<file path="src/rtl/chacha20_stream_finaliser.sv">
// ChaCha20 stream finaliser: latches one 16-word block, forms the feed-forward
// sums (optionally XORed with a data block) and streams them out LANES words
// per beat, lowest word first, under valid/ready flow control.
module chacha20_stream_finaliser #(
    parameter int LANES = 4,
    localparam int BEATS = 16 / LANES,
    localparam int BEAT_W = (BEATS > 1) ? $clog2(BEATS) : 1
) (
    input  logic                  clock,
    input  logic                  clear_n,
    input  logic                  in_valid,
    output logic                  in_ready,
    input  logic [511:0]          unmixed_round_output,
    input  logic [511:0]          round_input,
    input  logic [511:0]          data_in,
    input  logic                  xor_enable,
    output logic                  out_valid,
    input  logic                  out_ready,
    output logic [32*LANES-1:0]   out_data,
    output logic [BEAT_W-1:0]     out_beat,
    output logic                  out_last
);

    if (LANES != 1 && LANES != 2 && LANES != 4 && LANES != 8 && LANES != 16) begin : g_lanes_illegal
        $error("chacha20_stream_finaliser: LANES must be 1, 2, 4, 8 or 16");
    end

    typedef enum logic [0:0] {
        ST_IDLE = 1'b0,
        ST_EMIT = 1'b1
    } state_t;

    state_t             state_r;
    state_t             state_nxt_s;
    logic [511:0]       result_r;
    logic [511:0]       result_nxt_s;
    logic [BEAT_W-1:0]  beat_r;
    logic               in_fire_s;
    logic               out_fire_s;
    logic               last_s;

    assign in_fire_s  = in_valid && (state_r == ST_IDLE);
    assign out_fire_s = out_ready && (state_r == ST_EMIT);
    assign last_s     = (beat_r == BEAT_W'(BEATS - 1));

    // Per-word modular feed-forward add; carries never cross word boundaries
    always_comb begin
        result_nxt_s = 512'd0;
        for (int j = 0; j < 16; j++) begin
            result_nxt_s[32*j +: 32] = (round_input[32*j +: 32] + unmixed_round_output[32*j +: 32])
                                     ^ (data_in[32*j +: 32] & {32{xor_enable}});
        end
    end

    // FSM state register
    always_ff @(posedge clock) begin
        if (!clear_n) begin
            state_r <= ST_IDLE;
        end else begin
            state_r <= state_nxt_s;
        end
    end

    // FSM next-state: accept in IDLE, return to IDLE once the last beat is taken
    always_comb begin
        state_nxt_s = state_r;
        case (state_r)
            ST_IDLE: begin
                if (in_fire_s) begin
                    state_nxt_s = ST_EMIT;
                end else begin
                    state_nxt_s = ST_IDLE;
                end
            end
            ST_EMIT: begin
                if (out_fire_s && last_s) begin
                    state_nxt_s = ST_IDLE;
                end else begin
                    state_nxt_s = ST_EMIT;
                end
            end
            default: state_nxt_s = ST_IDLE;
        endcase
    end

    // Block result register, loaded only at the input handshake
    always_ff @(posedge clock) begin
        if (!clear_n) begin
            result_r <= 512'd0;
        end else if (in_fire_s) begin
            result_r <= result_nxt_s;
        end else begin
            result_r <= result_r;
        end
    end

    // Beat counter: cleared on accept, advanced on every non-final output handshake
    always_ff @(posedge clock) begin
        if (!clear_n) begin
            beat_r <= {BEAT_W{1'b0}};
        end else if (in_fire_s) begin
            beat_r <= {BEAT_W{1'b0}};
        end else if (out_fire_s && !last_s) begin
            beat_r <= beat_r + BEAT_W'(1);
        end else begin
            beat_r <= beat_r;
        end
    end

    // FSM outputs and beat slice select, all derived from registered state
    always_comb begin
        in_ready  = 1'b0;
        out_valid = 1'b0;
        out_last  = 1'b0;
        out_beat  = beat_r;
        out_data  = {(32*LANES){1'b0}};
        case (state_r)
            ST_IDLE: begin
                in_ready = 1'b1;
            end
            ST_EMIT: begin
                out_valid = 1'b1;
                out_last  = last_s;
            end
            default: begin
                in_ready = 1'b0;
            end
        endcase
        for (int b = 0; b < BEATS; b++) begin
            out_data = out_data | ((beat_r == BEAT_W'(b)) ? result_r[b*32*LANES +: 32*LANES]
                                                          : {(32*LANES){1'b0}});
        end
    end

endmodule

</file>
<file path="config.mk">
export PLATFORM = sky130hd
export DESIGN_NAME = chacha20_stream_finaliser
export DESIGN_NICKNAME = d
export VERILOG_FILES = /design/src/rtl/chacha20_stream_finaliser.sv
export SDC_FILE = /design/constraint.sdc
export NUM_CORES = 2
export LEC_CHECK = 0
export ABC_AREA = 1
export CAP_MARGIN = 25
export CORE_AREA = 5 5 652 654
export DETAILED_ROUTE_END_ITERATION = 10
export DIE_AREA = 0 0 657 659
export SLEW_MARGIN = 20
export SYNTH_ARGS = -nofsm -noshare
export SYNTH_HDL_FRONTEND = slang
export SYNTH_SLANG_ARGS = --single-unit
</file>
<file path="constraint.sdc">
create_clock -name clock -period 1.9 [get_ports clock]
set_input_delay 0.285 -clock clock [delete_from_list [all_inputs] [get_ports clock]]
set_output_delay 0.285 -clock clock [all_outputs]
set_load 0.02 [all_outputs]
</file>
## Word level (Yosys, flattened, before mapping)

Index checks and enable logic that the tools add are counted.

| operators by class | value |
|---|---|
| mux-type cells | 10 |
| add/subtract/negate cells | 17 |
| reductions and logical operators | 7 |
| bitwise gates (word level) | 37 |
| eq/ne operators | 3 |

Operators by type and width:

| cell | number |
|---|---|
| adder 32 bit | 16 |
| AND 32 bit | 16 |
| two-way mux 128 bit | 4 |
| bitwise XOR 32 bit | 16 |
| bitwise OR 128 bit | 3 |
| two-way mux 1 bit | 5 |
| == test 2 bit, second input constant | 2 |
| logical AND 1 bit | 4 |
| adder 2 x 1 -> 2 bit, second input constant | 1 |
| == test 2 x 1 -> 1 bit, second input constant | 1 |
| zero test 2 bit | 1 |
| inverter 1 bit | 2 |
| case mux 1 bit (2 select lines) | 1 |
| OR reduction 2 bit | 1 |
| zero test 1 bit | 1 |

| storage, ports and cells | value |
|---|---|
| bits in registers | 515 |
| output and inout bits | 133 |

## Longest topological paths before layout

| logic depth | value |
|---|---|
| word-level depth | 5 |
| depth in mapped cells | 13 |

## Worst setup path after synthesis

Ideal clock, no wire load.

| timing | value |
|---|---|
| path type | flip-flop to output port |
| start | reg beat_r[0], in the netlist out_beat[0] |
| end | out out_data[110] |
| data required time | 1.615 ns |
| stages on the path, launching flop included | 9 |
| arrival | 1.755 ns |
| path slack | -0.140 ns |
| cells stage by stage | dfxtp_1 -> inv_1 -> ha_1 -> clkbuf_1 -> inv_1 -> clkbuf_1 -> o22ai_1 -> a21oi_1 -> o21ai_0 |

| on the way | value |
|---|---|
| word-level cells in the longest chain between the ends | 5 |
| elaborated cells between the ends (all ways) | 11 |

RTL lines:

| what | line | RTL |
|---|---|---|
| start, declared | 37 | `logic [BEAT_W-1:0] beat_r;` |
| start signal, assigned | 100 | `beat_r <= {BEAT_W{1'b0}};` |
| start signal, assigned | 102 | `beat_r <= {BEAT_W{1'b0}};` |
| start signal, assigned | 104 | `beat_r <= beat_r + BEAT_W'(1);` |
| == test 2 x 1 -> 1 bit or zero test 2 bit (tied branches) | 130 | `out_data = out_data \| ((beat_r == BEAT_W'(b)) ? result_r[b*32*LANES +: 32*LANES]` |
| two-way mux 128 bit | 130 |  |
| bitwise OR 128 bit (2 in a row) | 130 |  |
| bitwise OR 128 bit * | 130 |  |
| end, declared | 19 | `output logic [32*LANES-1:0] out_data,` |

Mark *: on every way between the ends. The rest lies on a longest branch, timed or not.

## Worst setup path after layout

| timing | value |
|---|---|
| start | reg beat_r[0], in the netlist out_beat[0] |
| end | out out_data[31] |

Same word-level chain as after synthesis.

==> results by group <==
Clock network
  – Clock transition at path regs: 0.06 ns
  – Maximum buffer depth of the clock tree: 4
  – CTS HTree Levels: 3
  – Clk root buf: clkbuf_16
  – CTS Buf Count: 83
  – Clk_lat worst skew: around 0.82 ns
  – Clock sink count: ~520
  – CTS tree: done

Synth
  – Multiplexer share of the synthesized area: 0%
  – Synth Instances: 11,800
  – Mapped Area: ~63,000 sq um
  – Post-synth EDFFs: 0
  – Flop and latch count out of synthesis: a little over 500
  – Ys flop type: dfxtp_1
  – Synth Warn #: 0
  – Synth unique cells: 34
  – Synth async-reset ratio: 0%
  – Post-synthesis adder-cell area fraction: ~10%
  – Net count of the mapped netlist: between 10,000 and 15,000
  – Sequential area share after synthesis: between 10% and 20%
  – Syn avg cell area: ~5.4 sq um
  – Synth Area in XOR/XNOR: roughly 7%
  – Synth Area in Simple Gates: 41.8%
  – Synth Area in Compound Gates: 9.73%
  – Largest family of logic cells by synthesized area: simple AND/OR/NAND/NOR gates

Setup path
  – Critical path data arrival time: ~2.7 ns
  – Critical path required time: 1.62 ns
  – CP endpoint kind: output pin
  – Worst reg2reg path depth: 9
  – CP Max Fanout: 8
  – CP Launch Type: flop
  – Crit Path Class: flop to output pin
  – FF-to-FF setup slack: 0.03 ns

Timing
  – Setup ws final: -1.04 ns
  – Fmax: about 340 MHz
  – Fin Hold WS: around 0.091 ns
  – Slew HR: between 60% and 70%
  – Final hold vios: 0
  – Final setup TNS: -113.22 ns
  – Finish-stage setup viols: 130
  – Post-route minimum period: around 2.9 ns
  – Unrepaired setup endpoints after global routing: true
  – Period utilization: 155%
  – Max Slew Vio Count: 0
  – Worst clock skew: between 0.08 and 0.09 ns
  – Slew @ Worst Pin: around 0.56 ns

Power and ir drop
  – Pleak: roughly 57 nW
  – PwrDens: between 500 and 600 nW/um^2
  – Peak VDD IR: roughly 0.00064 V

Placed design
  – IO Port Bufs: ~1,700
  – Pre-CTS WS: -1.22 ns
  – RD Place Congestion: between 1 and 1.5
  – Dpl cell area: a little over 100,000 sq um
  – Post-DP HPWL: 561,000 microns

Hold path
  – Hold path cells: 4
  – Tightest Hold Check Type: input port to flop

Routing
  – 1st-iter DRT viols: a little under 8,000
  – Vias per inst: about 4.2
  – DR WL/cell: about 29 microns
  – Routed WL: just over 600,000 microns
  – Number of routed nets with antenna violations: 0
  – Via Count: between 80,000 and 90,000
  – First-pass iteration count of the detailed router: 9
  – DRC Markers: 0

GRT
  – First-pass GRT wire length: slightly below 800,000 microns
  – Initial antenna violation count: around 510
  – Pin count of the biggest net entering global routing: 45
  – All-Layer GR Usage: between 20% and 30%
  – Number of global-route vias before repair: ~83,000
  – Gr ovfl total: 0

Floorplan
  – Die Area: 433,000 sq um
  – Core ar.: around 420,000 sq um
  – Die width: roughly 660 microns
  – Initial core utilization: 15.2%
  – I/O pin count: between 1,500 and 2,000
  – Row Count: ~240
  – Die Y-Extent: 659 microns

Final layout
  – Layout cells sized above 1: between 10% and 20%
  – Multi-input logic area: 46,000 sq um
  – Fin util: 26.0%
  – Post-layout net count: around 17,000
  – Register area: around 10,000 sq um
  – Number of fill cells: 47,500
  – Layout area overhead: 71.4%
  – Fin area: between 100,000 and 150,000 sq um

Run status
  – Failing checks: negative setup slack
  – Outcome: finished with violations

Flow run
  – # Max-Cap Violations: 0
[registers in the layout, indices dropped and copies added, names as in the netlist]
register and flops:
out_beat 2, result_r 512, state_r 1
[routing by layer]
| metal | GRT usage [%] | up-vias | share of wire [%] |
|---|---|---|---|
| met2 | 46.7 | 3497 | 48 |
| li1 | - | 43200 | - |
| met4 | 13.9 | 188 | 6.0 |
| met1 | 31.1 | 40600 | 39 |
| met3 | 6.18 | 1131 | 6.9 |
| met5 | 0 | - | 0.19 |
[final timing paths]
check | startpoint | to
min | clear_n | state_r
max reg2reg | state_r | result_r[132]
max | out_beat[0] | out_data[31]
min reg2reg | result_r[176] | result_r[176]
[worst max-delay path, stage by stage, from the launching register on]
cell and delay [ns]:
dfxtp_4 0.37, buf_4 0.15, ha_4 0.18, buf_12 0.15, buf_8 0.14, buf_12 0.13
nand2_2 0.07, nand4_1 0.32, buf_6 0.28
[placed cells by master, fill, tap and decap left out, drive strengths merged]
master,n
a221o,4
and3,1
nor2,675
o2111ai,10
clkdlybuf4s50,1534
o32ai,10
nor3,53
bufinv,11
and2,31
fa,16
or2,22
dlymetal6s2s,4
inv,2186
ha,500
nand4,86
diode,259
clkinv,15
clkbuf,112
a21o,25
o21bai,26
dfxtp,515
o22ai,54
bufbuf,1
nand3b,28
nand3,669
a21oi,577
o21ai,460
nand2,5130
xnor2,330
clkinvlp,5
dlygate4sd3,1
buf,1952
xor2,192
a31oi,1
a32o,4
[where the power goes]
part           switching (mW)  internal (mW)
clock network            6.75           10.0
logic                    17.9           14.1
registers                1.27           11.9
total                    25.9           36.0
[repair_timing]
action,4_1_cts,5_1_grt
setup buffers,36,36
cloned,13,4
pin swaps,69,63
endpoints found under the setup margin,147,227
gates resized for setup,626,215
endpoints found under the hold margin,1,0
hold buffers,1,0
[final cells by class]
cell class / instances / area share (%)
clock inverters: 37 / 0.475
flip-flops and latches: 515 / 9.49
well taps: 5520 / 6.35
inverters: 2180 / 7.56
multi-input cells: 8904 / 42.3
clock buffers: 106 / 2.11
repair buffers: 3498 / 31.1
diodes: 259 / 0.596
[through the flow]
step	cells	total power [mW]
4_1_cts	20700	62.2
6_report	21000	62.0
5_1_grt	20900	65.1
3_3_place_gp	20600	44.1
3_5_place_dp	20600	44.1
2_1_floorplan	11800	25.1
[synthesized netlist by cell type, drive strengths merged (31+ instances only)]
cell	number	area, sq um
a21oi	577	2890
xor2	192	1680
and2	31	194
o21ai	460	2300
xnor2	330	2890
clkbuf	86	323
nor2	675	2540
nand3	669	3350
ha	500	6260
nand2	5130	19300
buf	143	816
dfxtp	515	10300
nand4	86	538
o22ai	54	338
nor3	53	265
inv	2179	8180
[kinds of logic (layout without fill, tap and decap cells)]
family          Yosys count  count (layout)
compound gates         1171            1171
xor+xnor                522             522
fa+ha+maj               516             516
buf+inv                2409            5821
flops                   515             515
other cells               0             259
simple gates           6695            6695
Note: power is estimated with default switching activity, not from simulation.
